==> config.mk <==
export PLATFORM = sky130hd
export DESIGN_NAME = move_entry
export DESIGN_NICKNAME = d
export VERILOG_FILES = /design/src/rtl/corral_pkg.sv /design/src/rtl/debounce.sv /design/src/rtl/move_entry.sv
export SDC_FILE = /design/constraint.sdc
export NUM_CORES = 1
export LEC_CHECK = 0
export CORE_MARGIN = 2
export CORE_UTILIZATION = 30
export CTS_CLUSTER_SIZE = 40
export DETAILED_ROUTE_END_ITERATION = 12
export GPL_ROUTABILITY_DRIVEN = 0
export PLACE_DENSITY_LB_ADDON = 0.2
export SLEW_MARGIN = 30
export SYNTH_ARGS = -nofsm -noshare
export SYNTH_HDL_FRONTEND = slang
export SYNTH_SLANG_ARGS = --single-unit
==> constraint.sdc <==
create_clock -name clock -period 2.1 [get_ports clock]
set_clock_uncertainty 0.1 [all_clocks]
set_input_delay 0.42 -clock clock [delete_from_list [all_inputs] [get_ports clock]]
set_output_delay 0.42 -clock clock [all_outputs]
set_load 0.02 [all_outputs]
==> src/rtl/corral_pkg.sv <==
// Shared types and constants for the Corral player-input front end.
//   entry_state_t : move_entry FSM states
//   move_t        : signed 3-bit move step
//   MOVE_ILLEGAL  : the one code that has no legal meaning (-4)
package corral_pkg;

  typedef enum logic [2:0] {
    IDLE,
    ISSUE,
    WAIT_BUSY,
    WAIT_DONE,
    OVER
  } entry_state_t;

  typedef logic signed [2:0] move_t;

  localparam move_t MOVE_ILLEGAL = 3'b100;

endpackage

==> src/rtl/debounce.sv <==
// Button conditioner: 2-flop synchroniser, stability counter and a
// one-cycle pulse on each 0->1 change of the debounced level.
//   clock, reset_n : system clock, async active-low reset
//   raw            : asynchronous button input
//   rise           : one-cycle pulse per debounced press
module debounce #(
  parameter int DEBOUNCE_CYCLES = 1000
) (
  input  logic clock,
  input  logic reset_n,
  input  logic raw,
  output logic rise
);

  localparam int CW = $clog2(DEBOUNCE_CYCLES + 1);
  localparam logic [CW-1:0] CNT_LAST = CW'(DEBOUNCE_CYCLES - 1);

  logic          sync_1;
  logic          sync_2;
  logic          level;
  logic          level_prev;
  logic [CW-1:0] count;

  always_ff @(posedge clock or negedge reset_n) begin
    if (!reset_n) begin
      sync_1     <= 1'b0;
      sync_2     <= 1'b0;
      level      <= 1'b0;
      level_prev <= 1'b0;
      count      <= '0;
      rise       <= 1'b0;
    end else begin
      sync_1     <= raw;
      sync_2     <= sync_1;
      level_prev <= level;
      rise       <= level & ~level_prev;
      // The DEBOUNCE_CYCLES-th consecutive disagreeing cycle flips the level.
      if (sync_2 == level) begin
        count <= '0;
      end else if (count == CNT_LAST) begin
        level <= ~level;
        count <= '0;
      end else begin
        count <= count + 1'b1;
      end
    end
  end

endmodule

==> src/rtl/move_entry.sv <==
// Player-input front end: debounces the enter button, synchronises the
// move switches, rejects the illegal code and hands each accepted move to
// the game core over the enter/move -> ready handshake.
//   clock, reset_n      : system clock, async active-low reset
//   btn_enter, sw_move  : raw asynchronous pins
//   ready, gameover     : status from the game core
//   enter, move         : move strobe and latched move to the core
//   invalid, timeout    : one-cycle event pulses
//   pending             : a move is in flight
//
// state     | meaning
// ----------+-----------------------------------------------
// IDLE      | waiting for a press
// ISSUE     | move latched, waiting for ready to strobe enter
// WAIT_BUSY | enter sent, waiting for the core to drop ready
// WAIT_DONE | core busy, waiting for ready to return
// OVER      | game finished, left only by reset
module move_entry
  import corral_pkg::*;
#(
  parameter int DEBOUNCE_CYCLES = 1000,
  parameter int ACK_TIMEOUT     = 16
) (
  input  logic       clock,
  input  logic       reset_n,
  input  logic       btn_enter,
  input  logic [2:0] sw_move,
  input  logic       ready,
  input  logic       gameover,
  output logic       enter,
  output logic [2:0] move,
  output logic       invalid,
  output logic       timeout,
  output logic       pending
);

  localparam int TW = (ACK_TIMEOUT > 1) ? $clog2(ACK_TIMEOUT) : 1;
  localparam logic [TW-1:0] T_LOAD = TW'(ACK_TIMEOUT - 1);
  localparam logic [TW-1:0] T_ONE  = TW'(1);

  entry_state_t  state;
  move_t         sw_sync_1;
  move_t         sw_sync_2;
  logic          press;
  logic [TW-1:0] t_count;

  debounce #(
    .DEBOUNCE_CYCLES(DEBOUNCE_CYCLES)
  ) u_debounce (
    .clock  (clock),
    .reset_n(reset_n),
    .raw    (btn_enter),
    .rise   (press)
  );

  // The strobe must follow ready and gameover within the same cycle, so it is
  // decoded from the registered state and gated by both live inputs.
  assign enter = (state == ISSUE) && ready && !gameover;

  always_ff @(posedge clock or negedge reset_n) begin
    if (!reset_n) begin
      state     <= IDLE;
      sw_sync_1 <= '0;
      sw_sync_2 <= '0;
      move      <= '0;
      invalid   <= 1'b0;
      timeout   <= 1'b0;
      pending   <= 1'b0;
      t_count   <= '0;
    end else begin
      sw_sync_1 <= move_t'(sw_move);
      sw_sync_2 <= sw_sync_1;
      invalid   <= 1'b0;
      timeout   <= 1'b0;
      if (gameover) begin
        state   <= OVER;
        pending <= 1'b0;
      end else begin
        case (state)
          IDLE: begin
            if (press) begin
              if (sw_sync_2 == MOVE_ILLEGAL) begin
                invalid <= 1'b1;
              end else begin
                move    <= sw_sync_2;
                state   <= ISSUE;
                pending <= 1'b1;
              end
            end
          end
          ISSUE: begin
            if (ready) begin
              state   <= WAIT_BUSY;
              t_count <= T_LOAD;
            end
          end
          WAIT_BUSY: begin
            // timeout is registered one cycle ahead so it is high during the
            // final WAIT_BUSY cycle; that cycle always returns to IDLE.
            if (t_count == '0) begin
              state   <= IDLE;
              pending <= 1'b0;
            end else if (!ready) begin
              state <= WAIT_DONE;
            end else begin
              if (t_count == T_ONE) timeout <= 1'b1;
              t_count <= t_count - 1'b1;
            end
          end
          WAIT_DONE: begin
            if (ready) begin
              state   <= IDLE;
              pending <= 1'b0;
            end
          end
          OVER: begin
            pending <= 1'b0;
          end
          default: begin
            state   <= IDLE;
            pending <= 1'b0;
          end
        endcase
      end
    end
  end

endmodule

# Word level (Yosys, flattened, before mapping)
# Index checks and enable logic that the tools add are counted.
# Widths: inputs -> output; s select.
[totals] reg_bits=34 input_bits=8
[classes] n_addsub=2 eq_ne=19 muxes=29 bitwise=6 reduce_logical=11
[op_table] op="$mux 3" count=7
[op_table] op="$mux 10" count=2
[op_table] op="$pmux 3 s5" count=1
[op_table] op="$mux 1" count=14
[op_table] op="$mux 4" count=3
[op_table] op="$ne 3x3->1 const B" count=4
[op_table] op="$add 10x1->10 const B" count=1
[op_table] op="$eq 10x10->1 const B" count=1
[op_table] op="$ne 2x2->1 const B" count=5
[op_table] op="$reduce_and 5->1" count=2
[op_table] op="$pmux 4 s2" count=1
[op_table] op="$eq 3x2->1 const B" count=2
[op_table] op="$eq 3x3->1 const B" count=2
[op_table] op="$reduce_and 6->1" count=1
[op_table] op="$not 1->1" count=5
[op_table] op="$eq 4x1->1 const B" count=1
[op_table] op="$logic_not 4->1" count=1
[op_table] op="$ne 4x4->1 const B" count=1
[op_table] op="$pmux 1 s4" count=1
[op_table] op="$reduce_and 4->1" count=1
[op_table] op="$sub 4x1->4 const B" count=1
[op_table] op="$eq 3x1->1 const B" count=1
[op_table] op="$logic_not 3->1" count=1
[op_table] op="$ne 3x2->1 const B" count=1
[op_table] op="6 further kinds" count=7

# Logic depth before layout (Yosys ltp)
[depth] word_depth=6 mapped_depth=6 depth_no_buf=6

# Cells and area by module
# Synthesis repeated with hierarchy kept, for this count alone.
[unflattened] hier_cells=142 area_unflattened_um2=1562.7
[modules_own_cells] mod="move_entry" n_inst=1 cells_per_inst=84 area_per_inst_um2=899.6 seq_area_each_um2=475.5
[modules_own_cells] mod="debounce" n_inst=1 cells_per_inst=58 area_per_inst_um2=663.1 seq_area_each_um2=375.4

# Least setup slack after synthesis
# OpenSTA, ideal clock, no wires.
[synth_path] path_kind="reg2reg" from="register t_count[0]" to="register t_count[0]" t_arrival_ns=1.659 t_required_ns=1.877 setup_slack_ns=0.218 stages_incl_launch_ff=7 period_less_slack_ns=1.882 path_cell_list="dfrtp_1 inv_1 ha_1 or3b_1 a21oi_1 nor2_1 o221a_2"
[synth_via] elab_chain_cells=4 elab_cells_between_ends=7 classes_between="add/sub: 1; eq/ne: 1; mux: 3; reduce/logical: 2"
[synth_lines] item="start, declared" line="move_entry.sv:45" text="logic [TW-1:0] t_count;"
[synth_lines] item="start signal, assigned" line="move_entry.sv:107" text="t_count <= t_count - 1'b1;"
[synth_lines] item="$sub 4x1->4" line="move_entry.sv:107"
[synth_lines] item="$mux 4" line="move_entry.sv:103" text="end else if (!ready) begin"
[synth_lines] item="$mux 4" line="move_entry.sv:100" text="if (t_count == '0) begin"
[synth_lines] item="$pmux 4 s2" line="move_entry.sv:79" text="case (state)"
# Several ways; a longest one is shown, not always the timed one. The select of a mux whose other input is x is not followed.
# A chain may end at the register's enable or synchronous reset.

# Worst setup path in the final report
[layout_path] from="input gameover" to="output enter"
[layout_via] elab_chain_cells=2
[layout_lines] item="start, declared" line="move_entry.sv:29" text="input logic gameover,"
[layout_lines] item="$logic_not 1->1" line="move_entry.sv:58" text="assign enter = (state == ISSUE) && ready && !gameover;"
[layout_lines] item="$logic_and 1x1->1" line="move_entry.sv:58"
[layout_lines] item="end, declared" line="move_entry.sv:30" text="output logic enter,"
# Every way passes these cells.

==> reports/metrics.cfg <==
[yosys]
synth_xor_area_share_pct=5.22
yosys.area_share.simple_pct=21.0
synth_commonest_cells=dfrtp_1, nor2_1, nand2_1, nand3_1, xnor2_1
synth_area_leaders=dfrtp_1, nor2_1, xnor2_1, nand3_1, ha_1
synth_top_cell_by_area=dfrtp_1
synth.avg_cell_area_um2=11.3
synth_top_family_by_area=simple AND/OR/NAND/NOR gates
synth.area.mux_share_pct=1.41
postSynthCellCount=134
synth_compound_area_share_pct=10.5
syn-num-nets=145
yosys.area_share.adder_pct=2.48
yosysWarnings=0
synth_top_area_share_pct=56.3
ys.flop_type=dfrtp_1
synth-edff-count=0
synth_cell_types=40
syn_area_um2=1510
async_reset_ff_share_pct=100
ys_ff_latch=34
yosysMostFrequentCell=dfrtp_1
ys_seq_area_share_pct=56.3

[clock_network]
clk_pin_slew_worst_paths_ns=0.07
h-tree-depth=2
numCtsBuffers=5
clock_path_buffers=2
numClockSinks=34
hold_buffers=0
root_buffer=clkbuf_8
clk_latency_ns=0.28
cts_tree=done
post_cts_buffers=0

[layout]
fillCellCount=468
multi_input_area_um2=617
drive_above_1_share_pct=18.2
area_delta_synth_final_pct=25.8
nets=175
postLayoutCellArea_um2=1900
seq_area_um2=851
antenna_cells=0

[sta]
tns_ns=0
period_needed_ns=1.98
fin_crit_sh_pct=94.2
slew_headroom_pct=71.5
hold_viol_final=0
worst-slew-pin-transition_ns=0.417
fin_ws_ns=0.121
max_freq_ghz=0.505
hold_slack_ns=0.248
slew_violations=0
rsz0062_at_grt=false
setup_viol=0

[critical_path]
critPathMaxFanout=2
endpoint_kind=primary output
path_delay_family=simple AND/OR/NAND/NOR gates
critical_path_class=in -> out
critPathBufInv=2
arrival_ns=1.46
critPathLaunchType=primary input
cp_cell_sequence=dlygate4sd2_1 -> or3b_4 -> nor3b_4 -> buf_6
cpPeakStageDelay_ns=0.42
cp.required_ns=1.58
worst_path_max_delay_cell=or3b_4

[detailed_routing]
drt_iter0_drc=31
viasPerCell=4.49
dr.pass1.iters=4
postRouteAntennaNets=0
routed_wl_um=2740
routedWlPerCell_um=11.8
drc=0
vias=1041

[floorplan]
die_y_um=75.0
num_rows=25
core_um2=4790
die_area_um2=5620
die_w_um=75.0
ios=15
initial_utilization_pct=31.6

[global_route]
grt_max_degree=35
grt_pass1_wl_um=4820
grt_pass1_vias=1051
antenna_found_initial=0
grtUsageTotal_pct=11.5
overflow=0

[status]
run_status=complete, no violations

[hold_path]
hold_class=reg -> reg

[placement]
portBuffers=14
place_ws_ns=-0.560
hpwlAfterDp_um=1940
place_area_um2=1810

[power_and_ir_drop]
leakagePower_nw=0.821
power_density_nw_per_um2=665
peakVddDrop_uv=285

[flow_run]
cap_violations=0

==> layer usage <==
metal  GRT usage, %  vias to the layer above  wire length (um)
met3           4.82                        9               112
li1               -                      528                 -
met5              0                        -                 0
met1           14.2                      486              1290
met4           3.97                        0                48
met2           18.1                       18              1290
==> registers in the layout (all words and copies together) (netlist names), 3 cells and up <==
name              flops
t_count               4
u_debounce.count     10
state                 3
sw_sync_1             3
sw_sync_2             3
move                  3
==> cell usage in the layout, fill, tap and decap left out, types with 3 or more instances in the layout <==
cell and count:
and3_1 4, buf_4 13, clkbuf_8 6, clkdlybuf4s50_1 11
dfrtp_1 34, ha_1 3, inv_1 5, nand2_1 8
nand3_1 8, nand4_1 3, nor2_1 20, o21ai_0 5
xnor2_1 7
==> worst reg2reg max path, cell delays in order (launching register included) <==
cell and delay (ns):
dfrtp_1 0.42, inv_1 0.12, ha_1 0.17, or3b_1 0.37, a21oi_1 0.20, nor2_1 0.08
o221a_2 0.27
==> final timing paths <==
path	start	end	slack (ns)	cells after the start
max in group asynchronous	reset_n	u_debounce.count[1]	1.16	2
worst min-delay path	sw_sync_1[0]	sw_sync_2[0]	0.25	0
worst min register to register	sw_sync_1[0]	sw_sync_2[0]	0.25	0
worst max-delay path	gameover	enter	0.12	4
worst max register to register	t_count[1]	t_count[0]	0.27	6
min in group asynchronous	reset_n	t_count[3]	0.43	2
==> cell type report <==
cell class                 instances  area share, %
tap                               67           4.41
inverter                           5          0.987
clock buffer                       6           4.34
multi-input combinational         91           32.4
clock inverter                     2          0.658
timing repair buffer              27           12.4
sequential                        34           44.7
==> report_power, final <==
group	internal (W)	switching, W
Clock	0.000263	0.000239
Combinational	0.0000380	0.0000404
Sequential	0.000671	0.0000125
Total	0.000973	0.000292
==> cell families (layout without fill, tap and decap cells) <==
| group | after synthesis | after routing |
|---|---|---|
| AND/OR/NAND/NOR | 57 | 57 |
| flip-flops | 34 | 34 |
| AO/OA/AOI/OAI | 20 | 20 |
| XOR/XNOR | 9 | 9 |
| buffers and inverters | 9 | 40 |
| adder cells (fa/ha/maj) | 3 | 3 |
| multiplexers | 2 | 2 |
==> through the flow <==
stage | power, W | instances | util (%)
6_report | 0.00126 | 232 | 39.7
5_1_grt | 0.00134 | 232 | 39.7
4_1_cts | 0.00129 | 232 | 39.7
3_5_place_dp | 0.000778 | 224 | 37.7
3_3_place_gp | 0.000775 | 224 | 37.7
2_1_floorplan | 0.000728 | 134 | -
==> what timing repair did <==
item	in CTS	in global routing
gates resized for setup	9	0
endpoints found under the hold margin	0	0
setup endpoints to repair	1	0
Power figures use the tool's default switching activity.
